## src/rtl/register_file_8x32_pkg.sv

```systemverilog
// Shared constants and helpers for the 8-entry register file.
// Holds the register count, address width, default data width and the one-hot check.
package register_file_8x32_pkg;

  localparam int NUM_REGS       = 8;
  localparam int ADDR_W         = 3;
  localparam int DEFAULT_DATA_W = 32;

  // A write select is usable only when exactly one register is targeted.
  function automatic logic is_one_hot(input logic [NUM_REGS-1:0] sel);
    return (sel != '0) && ((sel & (sel - NUM_REGS'(1))) == '0);
  endfunction

endpackage

```

## src/rtl/register_file_8x32_reg_cell.sv

```systemverilog
// One storage word of the register file: a DATA_W-bit register with load enable
// and synchronous active-low clear.
module reg_cell
  import register_file_8x32_pkg::*;
#(
  parameter int DATA_W = DEFAULT_DATA_W
) (
  input  logic              clk,
  input  logic              reset_n,
  input  logic              en,
  input  logic [DATA_W-1:0] d,
  output logic [DATA_W-1:0] q
);

  always_ff @(posedge clk) begin
    if (!reset_n) begin
      q <= '0;
    end else if (en) begin
      q <= d;
    end
  end

endmodule

```

## src/rtl/register_file_8x32.sv

```systemverilog
// Eight-register file with a one-hot write select, two combinational read ports,
// optional same-cycle write forwarding, a sticky bad-select flag and a write counter.
module register_file_8x32
  import register_file_8x32_pkg::*;
#(
  parameter int DATA_W = DEFAULT_DATA_W,
  parameter int BYPASS = 1
) (
  input  logic                clk,
  input  logic                reset_n,
  input  logic                we,
  input  logic [NUM_REGS-1:0] wsel,
  input  logic [DATA_W-1:0]   wdata,
  input  logic [ADDR_W-1:0]   raddr_a,
  input  logic [ADDR_W-1:0]   raddr_b,
  output logic [DATA_W-1:0]   rdata_a,
  output logic [DATA_W-1:0]   rdata_b,
  output logic                sel_err,
  output logic [7:0]          wr_count
);

  logic                             sel_valid;
  logic                             write_commit;
  logic [NUM_REGS-1:0][DATA_W-1:0]  reg_q;
  logic                             sel_err_reg;
  logic [7:0]                       wr_count_reg;

  assign sel_valid = is_one_hot(wsel);
  // Reset wins over a write, so a write in a reset cycle is neither stored nor forwarded.
  assign write_commit = reset_n && we && sel_valid;

  generate
    for (genvar gi = 0; gi < NUM_REGS; gi++) begin : g_cell
      reg_cell #(
        .DATA_W (DATA_W)
      ) u_cell (
        .clk     (clk),
        .reset_n (reset_n),
        .en      (write_commit && wsel[gi]),
        .d       (wdata),
        .q       (reg_q[gi])
      );
    end
  endgenerate

  always_comb begin
    rdata_a = reg_q[raddr_a];
    rdata_b = reg_q[raddr_b];
    if (BYPASS != 0) begin
      if (write_commit && wsel[raddr_a]) rdata_a = wdata;
      if (write_commit && wsel[raddr_b]) rdata_b = wdata;
    end
  end

  always_ff @(posedge clk) begin
    if (!reset_n) begin
      sel_err_reg  <= 1'b0;
      wr_count_reg <= 8'd0;
    end else if (we) begin
      if (sel_valid) begin
        wr_count_reg <= wr_count_reg + 8'd1;
      end else begin
        sel_err_reg <= 1'b1;
      end
    end
  end

  assign sel_err  = sel_err_reg;
  assign wr_count = wr_count_reg;

endmodule

```

## config.mk

```make
export PLATFORM = sky130hd
export DESIGN_NAME = register_file_8x32
export DESIGN_NICKNAME = d
export VERILOG_FILES = /design/src/rtl/register_file_8x32_pkg.sv /design/src/rtl/register_file_8x32_reg_cell.sv /design/src/rtl/register_file_8x32.sv
export SDC_FILE = /design/constraint.sdc
export NUM_CORES = 1
export LEC_CHECK = 0
export ABC_AREA = 1
export ABC_CLOCK_PERIOD_IN_PS = 2700
export BUFFER_PORTS_ARGS = -buffer_cell sky130_fd_sc_hd__buf_4
export CELL_PAD_IN_SITES_DETAIL_PLACEMENT = 2
export CELL_PAD_IN_SITES_GLOBAL_PLACEMENT = 2
export CORE_UTILIZATION = 32
export CTS_CLUSTER_SIZE = 10
export DETAILED_ROUTE_END_ITERATION = 7
export PLACE_DENSITY_LB_ADDON = 0.2
export SYNTH_ARGS = -nofsm -noshare
export SYNTH_HDL_FRONTEND = slang
export SYNTH_HIERARCHICAL = 1
export SYNTH_SLANG_ARGS = --single-unit
```

## constraint.sdc

```tcl
create_clock -name clk -period 2.7 [get_ports clk]
set_clock_uncertainty 0.05 [all_clocks]
set_input_delay 0.675 -clock clk [delete_from_list [all_inputs] [get_ports clk]]
set_output_delay 0.675 -clock clk [all_outputs]
set_load 0.03 [all_outputs]
```

Word level (Yosys, flattened, before mapping)
Cells that the tools add are included.

operators by class
  $add $sub $neg = 2
  order comparisons = 2
  mux-type cells = 10
  bitwise logic cells = 2
  reductions and logical operators = 17

operators with widths
  operator             count
  $bmux 32 s3          2
  $mux 32              4
  $logic_and 1x1->1    13
  $add 8x1->8 const B  1
  $and 8x8->8          1
  $logic_not 8->1      1
  $lt 3x4->1 const B   2
  $reduce_bool 8->1    1
  $sub 8x1->8 const B  1
  $bmux 1 s3           2
  $reduce_and 2->1     2
  $mux 1               2
  $not 1->1            1

word-level totals
  register bits = 265
  input port bits = 49
  output and inout port bits = 73
  word-level logic and storage cells = 43

Depth between registers and ports, before layout
Gate-level depths: netlist of run 1.

  word-level depth = 7
  depth in mapped cells = 14
  gate-level depth less buffers = 11

Modules after synthesis
The synthesis of run 1 kept the hierarchy.

modules (own cells, without submodules)
  module              instances  cells an instance  area an instance (um2)  seq. area each (um2)
  reg_cell            8          202                1335.0                  640.6
  register_file_8x32  1          1307               6020.8                  180.2

Worst setup path after synthesis of run 1
Ideal clock, no wire load.

  path type = input to output
  start point = input raddr_b[0]
  end point = output rdata_b[10]
  arrival time = 1.887 ns
  data required time = 1.975 ns
  path slack = 0.088 ns
  cell stages on the path = 11
  path buffers = 2
  cells stage by stage = buf_2 -> inv_1 -> nand2_1 -> nand3_1 -> nand2_1 -> nand2_1 -> nand2_1 -> inv_2 -> clkbuf_1 -> nand4_1 -> nand2_1

between the ends
  word-level cells in the longest chain between the ends = 4
  elaborated cells on any way between the ends = 6
  classes of those cells = 5 x mux; 1 x reduce/logical

ends and longest elaborated chain
  item                          line                      source
  start, declared               register_file_8x32.sv:15  input logic [ADDR_W-1:0] raddr_b,
  $bmux 1 s3                    register_file_8x32.sv:51  if (write_commit && wsel[raddr_b]) rdata_b = wdata;
  $mux 1 (implied by the code)  register_file_8x32.sv:51
  $logic_and 1x1->1             register_file_8x32.sv:51
  $mux 32 *                     register_file_8x32.sv:51
  end, declared                 register_file_8x32.sv:17  output logic [DATA_W-1:0] rdata_b,

Every way passes the cells marked *; elsewhere a longest branch is shown, timed or not. The select of a mux whose other input is x is not followed.

Worst setup path in the final report of run 1
  start point = input wsel[4]
  end point = output rdata_b[18]

between the ends
  word-level cells in the longest chain between the ends = 7
  elaborated cells on any way between the ends = 10
  classes of those cells = 1 x add/sub; 3 x mux; 1 x bitwise; 5 x reduce/logical

ends and longest elaborated chain
  item                 line                          source
  start, declared      register_file_8x32.sv:12      input logic [NUM_REGS-1:0] wsel,
  $sub 8x1->8          register_file_8x32_pkg.sv:11  return (sel != '0) && ((sel & (sel - NUM_REGS'(1))) == '0);
  $and 8x8->8          register_file_8x32_pkg.sv:11
  $logic_not 8->1      register_file_8x32_pkg.sv:11
  $logic_and 1x1->1    register_file_8x32_pkg.sv:11
  $logic_and 1x1->1    register_file_8x32.sv:30      assign write_commit = reset_n && we && sel_valid;
  $logic_and 1x1->1 *  register_file_8x32.sv:51
  $mux 32 *            register_file_8x32.sv:51

Marks and branches as above.

==> results of run 1 <==
-- synthesized netlist by cell type (all sizes together) --
library cell / count / area (um^2)
inv: 281 / 1050
nand3b: 1 / 7.51
dfxtp: 265 / 5310
a21oi: 9 / 45.0
nand2: 889 / 3340
ha: 1 / 12.5
xnor2: 1 / 8.76
xor2: 3 / 26.3
buf: 132 / 1020
nand4: 65 / 407
nand3: 24 / 125
clkbuf: 75 / 282
nor2: 790 / 2970
o21ai: 259 / 1300
o22ai: 128 / 801
-- power by group through the flow --
stage / Clock [uW] / Combinational (uW) / Sequential [uW]
after floorplan: 0 / 994 / 4010
after global placement: 0 / 1800 / 4010
after detailed placement: 0 / 1880 / 4010
after CTS: 4720 / 2030 / 3930
after global routing: 4900 / 2230 / 3930
final: 4680 / 2110 / 3930
-- per-stage QoR --
step	instances	total power, uW	worst slack (ns)	area (um^2)
6_report	3741	10700	-0.439	20900
5_1_grt	3740	11100	-0.445	20900
4_1_cts	3735	10700	-0.231	20700
3_5_place_dp	3660	5900	-0.437	18900
3_3_place_gp	3660	5820	-0.287	18900
2_1_floorplan	2923	5010	0.0882	16700
-- how the worst min path moves through the flow --
| stage | start | end | slack (ns) | depth (start not counted) |
|---|---|---|---|---|
| final | sel_err$_SDFFE_PN0P_ | sel_err$_SDFFE_PN0P_ | 0.42 | 2 |
| after global placement | sel_err$_SDFFE_PN0P_ | sel_err$_SDFFE_PN0P_ | 0.41 | 2 |
| after global routing | sel_err$_SDFFE_PN0P_ | sel_err$_SDFFE_PN0P_ | 0.44 | 2 |
| after floorplan | g_cell[2].u_cell/q[30]$_SDFFE_PN0P_ | g_cell[2].u_cell/q[30]$_SDFFE_PN0P_ | 0.41 | 2 |
| after CTS | sel_err$_SDFFE_PN0P_ | sel_err$_SDFFE_PN0P_ | 0.42 | 2 |
| after detailed placement | sel_err$_SDFFE_PN0P_ | sel_err$_SDFFE_PN0P_ | 0.42 | 2 |
-- routing by layer --
| layer | routed length [um] | GRT usage |
|---|---|---|
| met4 | 4050 | 0.162 |
| met1 | 37000 | 0.385 |
| met2 | 43400 | 0.575 |
| met5 | 0 | 0 |
| met3 | 4000 | 0.0482 |
-- critical path: stages --
cell	delay, ns
buf_8	0.11
nor2_4	0.22
nand3_2	0.16
nand2_2	0.12
nand2_4	0.06
nor2_4	0.12
buf_12	0.13
buf_12	0.12
buf_12	0.14
buf_12	0.12
nand4_1	0.12
nand2_1	0.16
buf_6	0.15
-- timing repair --
item	CTS	global route
setup endpoints to repair	64	64
buffers inserted	12	3
gates cloned	5	2
gates resized for setup	122	34
pin swaps	47	18
-- area by class of cell --
type	instances	area, um^2	share of cell area
diodes	3	7.51	0.000360
clock buffers	55	1070	0.0514
clock inverters	4	20.0	0.000959
inverters	281	1080	0.0517
multi-input cells	2170	9280	0.444
flip-flops and latches	265	5310	0.254
well taps	680	851	0.0408
repair buffers	283	3260	0.156
-- cells by family (layout without fill, tap and decap cells) --
group	count (synthesis)	after routing
xor gates and xnor gates	4	4
and+or+nand+nor	1769	1769
adders and majority gates	1	1
other	0	3
AOI/OAI and AO/OA	396	396
buffers and inverters	488	623
DFF	265	265
==> flow_summary_export.csv, run 1 <==
group,metric,value,unit
logic_synthesis,synth_top_family_by_area,"simple AND/OR/NAND/NOR gates",
floorplanning,die_w,230,um
logic_synthesis,yosys.area_share.adder,0.000749,
floorplanning,die_h,230,um
logic_synthesis,synthSimpleGateAreaFrac,0.410,
floorplanning,io_pins,122,
floorplanning,coreArea,51400,um^2
place,port_buffers,121,
timing,setup_ws,-0.439,ns
logic_synthesis,ys_seq_area_frac,0.318,
critical_path,startpoint_type,"input pin",
status,status,"complete, but fails checks",
routing,via_per_inst,5.53,
global_route,global_route.overflow_total,0,
timing,worst_pin_slew,0.840,ns
critical_path,path_class,"in -> out",
clock_network,cts_tree,"built",
timing,fin_crit_sh,1.16,
floorplanning,die_area,53100,um^2
critical_path,crit_arrival,2.41,ns
routing,avgRoutedWirePerCell,23.7,um
timing,rsz0062_at_grt,"true",
clock_network,cts_made_buffers,36,
logic_synthesis,ys_seq_elements,265,
floorplanning,std_cell_rows,83,
critical_path,worstPathMaxFanout,5,
timing,fin_tns_setup,-20.55,ns
place,dp_hpwl,53900,um
logic_synthesis,synth_compound_area_frac,0.128,
routing,vias,20700,
timing,relSlewSlack,0.440,
timing,hold_violations,0,
logic_synthesis,synthCells,2923,
timing,whs,0.416,ns
clock_network,cts_root_buf,"clkbuf_16",
critical_path,rrSetupSlack,1.18,ns
routing,drcViolationCount,0,
clock_network,clk_latency,0.57,ns
critical_path,endpoint,"rdata_b[18]",
logic_synthesis,synth_cell_types,21,
global_route,track_usage,0.327,
pwr,switchingPower,3360,uW
layout,post-route-util,0.406,
timing,timing.fmax,319,MHz
critical_path,reg2reg_to,"wr_count[6]$_SDFFE_PN0P_",
layout,final_common_cell,"nand2_1",
pwr,p_leak,0.00981,uW
pwr,clkPwrFrac,0.436,
critical_path,worstPathRequired,1.98,ns
global_route,grt_pass1_vias,22600,
layout,fill_cells,6382,
routing,first_pass_iters,5,
routing,wirelength,88500,um
critical_path,cp-end-kind,"output port",
layout,largest_reg_flops,256,
pwr,powerDensity,513,nW/um^2
critical_path,crit_start,"wsel[4]",
pwr,p_int,7360,uW
critical_path,r2r_start,"wr_count[0]$_SDFFE_PN0P_",
pwr,combPwrFrac,0.197,
clock_network,clk_pin_slew,0.05,ns
layout,drive_gt1_frac,0.132,
clock_network,htree_levels,2,
global_route,grt_pass1_wl,134000,um
routing,drtIter0Drc,1423,
status,violations,"negative setup slack",
timing,period_minus_slack,3.14,ns
clock_network,clkSinkCount,265,
clock_network,postCtsHoldBufs,0,
layout,layout_common_cells,"nand2_1 (846), nor2_1 (775), inv_1 (272), dfxtp_1 (265), o21ai_0 (259)",
logic_synthesis,yosys_warnings,6,
global_route,antenna_found_initial,3,
timing,finalMaxSlewViolations,0,
place,gp_congestion,0.816,
flow_run,maxCapViolCount,0,
timing,setup_viol,64,
logic_synthesis,synth-xor-area-share,0.00210,
pwr,vdd_ir_drop_max,0.349,mV
floorplanning,start_util,0.325,
pwr,p_seq_frac,0.367,
logic_synthesis,yosys-mux-area-fraction,0,
global_route,grt_max_degree,153,
logic_synthesis,synth_area,16700,um^2
layout,nets,3087,
routing,drtAntennaViolNets,0,
logic_synthesis,syn_nets,2973,
pwr,sw_frac_of_total,0.314,
clock_network,cts_max_path_buffers,3,
logic_synthesis,synth.avg_cell_area,5.71,um^2
critical_path,r2r_cells,6,
layout,areaGrowthSynthToFinish,25.0,%
hold_path,hold_class,"reg -> reg",
Power figures use the tool's default switching activity.
==> run 2, diff against run 1 <==
- ABC_CLOCK_PERIOD_IN_PS: 2700 -> 3700
- CORE_MARGIN: unset -> 3
- CORE_UTILIZATION: 32 -> 34
- clock period: 2.7 -> 3.7 ns (I/O delays scaled with it)
==> run 2 against run 1 <==
Compared with the run above: the run now ends clean; largest cell class unchanged; highest routed layer unchanged; sequential share of layout area increased by 2.1 points; worst hold slack got worse by 0.0068 ns; combinational power decreased by 37%; setup slack better by 0.60 ns; clock power down 24%; non-clock buffer count decreased by 95; total power shrank 28%; critical endpoint is now rdata_a[11]; die area shrank 2.4%; routed wire length down 10%; global-route usage shrank 2.3 points.
==> flow_summary_export.csv, run 2 (synthesized netlist as in run 1, its figures left out) <==
group,metric,value,unit
timing,hold_violations,0,
layout,post-route-util,0.401,
flow_run,maxCapViolCount,0,
pwr,p_leak,0.00913,uW
layout,largest_reg_flops,256,
routing,drtAntennaViolNets,0,
timing,fin_crit_sh,0.957,
floorplanning,die_h,228,um
clock_network,clk_latency,0.54,ns
pwr,fin_total_pwr,7760,uW
global_route,grt_max_degree,88,
timing,rsz0062_at_grt,"false",
routing,wirelength,79400,um
clock_network,htree_levels,2,
place,pre_cts_ws,0.0674,ns
status,status,"finished clean",
critical_path,slowest_stage,"buf_12",
global_route,antenna_found_initial,1,
floorplanning,die_area,51800,um^2
timing,worst_pin_slew,0.964,ns
timing,setup_viol,0,
critical_path,worstPathCellList,"buf_4 > buf_12 > o21ai_0 > o22ai_1 > nand2_1 > nand2_1 > nand2_1 > nand2_1 > buf_4",
layout,nets,2992,
hold_path,hold_class,"reg -> reg",
critical_path,startpoint_type,"input pin",
layout,fill_cells,6109,
global_route,grt_pass1_vias,21800,
floorplanning,start_util,0.347,
pwr,sw_frac_of_total,0.303,
critical_path,cpLargestDelayFamily,"buffers and inverters",
layout,layout_common_cells,"nand2_1 (889), nor2_1 (779), inv_1 (274), dfxtp_1 (265), o21ai_0 (259)",
timing,fin_tns_setup,0,ns
routing,avgRoutedWirePerCell,21.9,um
routing,via_per_inst,5.45,
layout,final_common_cell,"nand2_1",
clock_network,postCtsSetupBuffers,0,
pwr,switchingPower,2350,uW
timing,setup_ws,0.160,ns
place,dp_hpwl,48300,um
pwr,combPwrFrac,0.170,
routing,vias,19700,
timing,relSlewSlack,0.357,
routing,first_pass_iters,5,
pwr,clkPwrFrac,0.461,
routing,drtIter0Drc,1207,
routing,drcViolationCount,0,
floorplanning,coreArea,48100,um^2
timing,finalMaxSlewViolations,0,
global_route,grt_pass1_wl,123000,um
timing,period_minus_slack,3.54,ns
critical_path,crit_arrival,2.57,ns
place,port_buffers,121,
clock_network,clk_pin_slew,0.06,ns
critical_path,slowest_delay,0.37,ns
global_route,global_route.overflow_total,0,
floorplanning,std_cell_rows,80,
pwr,powerDensity,403,nW/um^2
critical_path,cp-end-kind,"output port",
pwr,p_seq_frac,0.369,
global_route,track_usage,0.304,
place,gp_congestion,0.812,
floorplanning,io_pins,122,
critical_path,path_class,"in -> out",
clock_network,clkSinkCount,265,
pwr,vdd_ir_drop_max,0.234,mV
clock_network,cts_max_path_buffers,3,
critical_path,critical_path_buf_inv_count,3,
layout,diodes,0,
layout,drive_gt1_frac,0.0877,
pwr,p_int,5410,uW
critical_path,worstPathRequired,2.72,ns
timing,timing.fmax,282,MHz
clock_network,cts_made_buffers,36,
floorplanning,die_w,228,um
clock_network,cts_tree,"built",
critical_path,critPathMostFrequentCell,"nand2_1",
clock_network,cts_root_buf,"clkbuf_16",
critical_path,worstPathMaxFanout,72,
layout,areaGrowthSynthToFinish,15.5,%
[run 2: changes by cell type in the layout (fill, tap and decap cells not counted), moves of 4 or more]
cell,change
buf_16,-4
nand2_1,+43
nor2_1,+4
buf_12,-26
nand2_2,-40
nor2_4,-4
buf_4,+5
buf_6,-64
[run 2: metal layers]
metal	part of all wire	global-route usage
met1	0.44	0.380
met2	0.48	0.536
met3	0.044	0.0372
met4	0.032	0.115
met5	0	0
[run 2: repair_timing]
item / 4_1_cts / 5_1_grt
hold buffers: 0 / 0
endpoints found under the setup margin: 0 / 20
resized for setup: 0 / 2
[run 2: area by class of cell]
| type | instances | area (um^2) | share of cell area |
|---|---|---|---|
| sequential | 265 | 5310 | 0.275 |
| multi-input combinational | 2170 | 9110 | 0.472 |
| tap | 656 | 821 | 0.0426 |
| clock inverter | 5 | 75.1 | 0.00389 |
| clock buffer | 55 | 1090 | 0.0567 |
| inverter | 281 | 1060 | 0.0550 |
| timing repair buffer | 188 | 1820 | 0.0945 |
[run 2: power groups by stage]
stage | sequential (uW) | clock [uW] | combinational, uW
floorplan | 2930 | 0 | 725
global route | 2870 | 3760 | 1430
finish | 2870 | 3580 | 1320
CTS | 2870 | 3650 | 1310
global placement | 2930 | 0 | 1240
detailed placement | 2930 | 0 | 1290
[run 2: tightest hold or removal path: stages (launching register included)]
cell     delay, ns
dfxtp_1       0.31
inv_1         0.05
a21oi_1       0.06
[run 2: stage by stage]
stage | cell area, um^2 | hold slack (ns) | cells
after floorplan | 16700 | 0.406 | 2923
after global placement | 18100 | 0.396 | 3560
after detailed placement | 18100 | 0.403 | 3560
after CTS | 19300 | 0.414 | 3620
after global routing | 19300 | 0.420 | 3620
final | 19300 | 0.409 | 3620
[run 2: path summary, 6_finish.rpt]
check	start	to	slack, ns	depth (start not counted)
setup / recovery	raddr_a[0]	rdata_a[11]	0.16	9
hold reg to reg	sel_err$_SDFFE_PN0P_	sel_err$_SDFFE_PN0P_	0.41	2
setup reg to reg	wr_count[0]$_SDFFE_PN0P_	wr_count[6]$_SDFFE_PN0P_	2.24	6
hold / removal	sel_err$_SDFFE_PN0P_	sel_err$_SDFFE_PN0P_	0.41	2
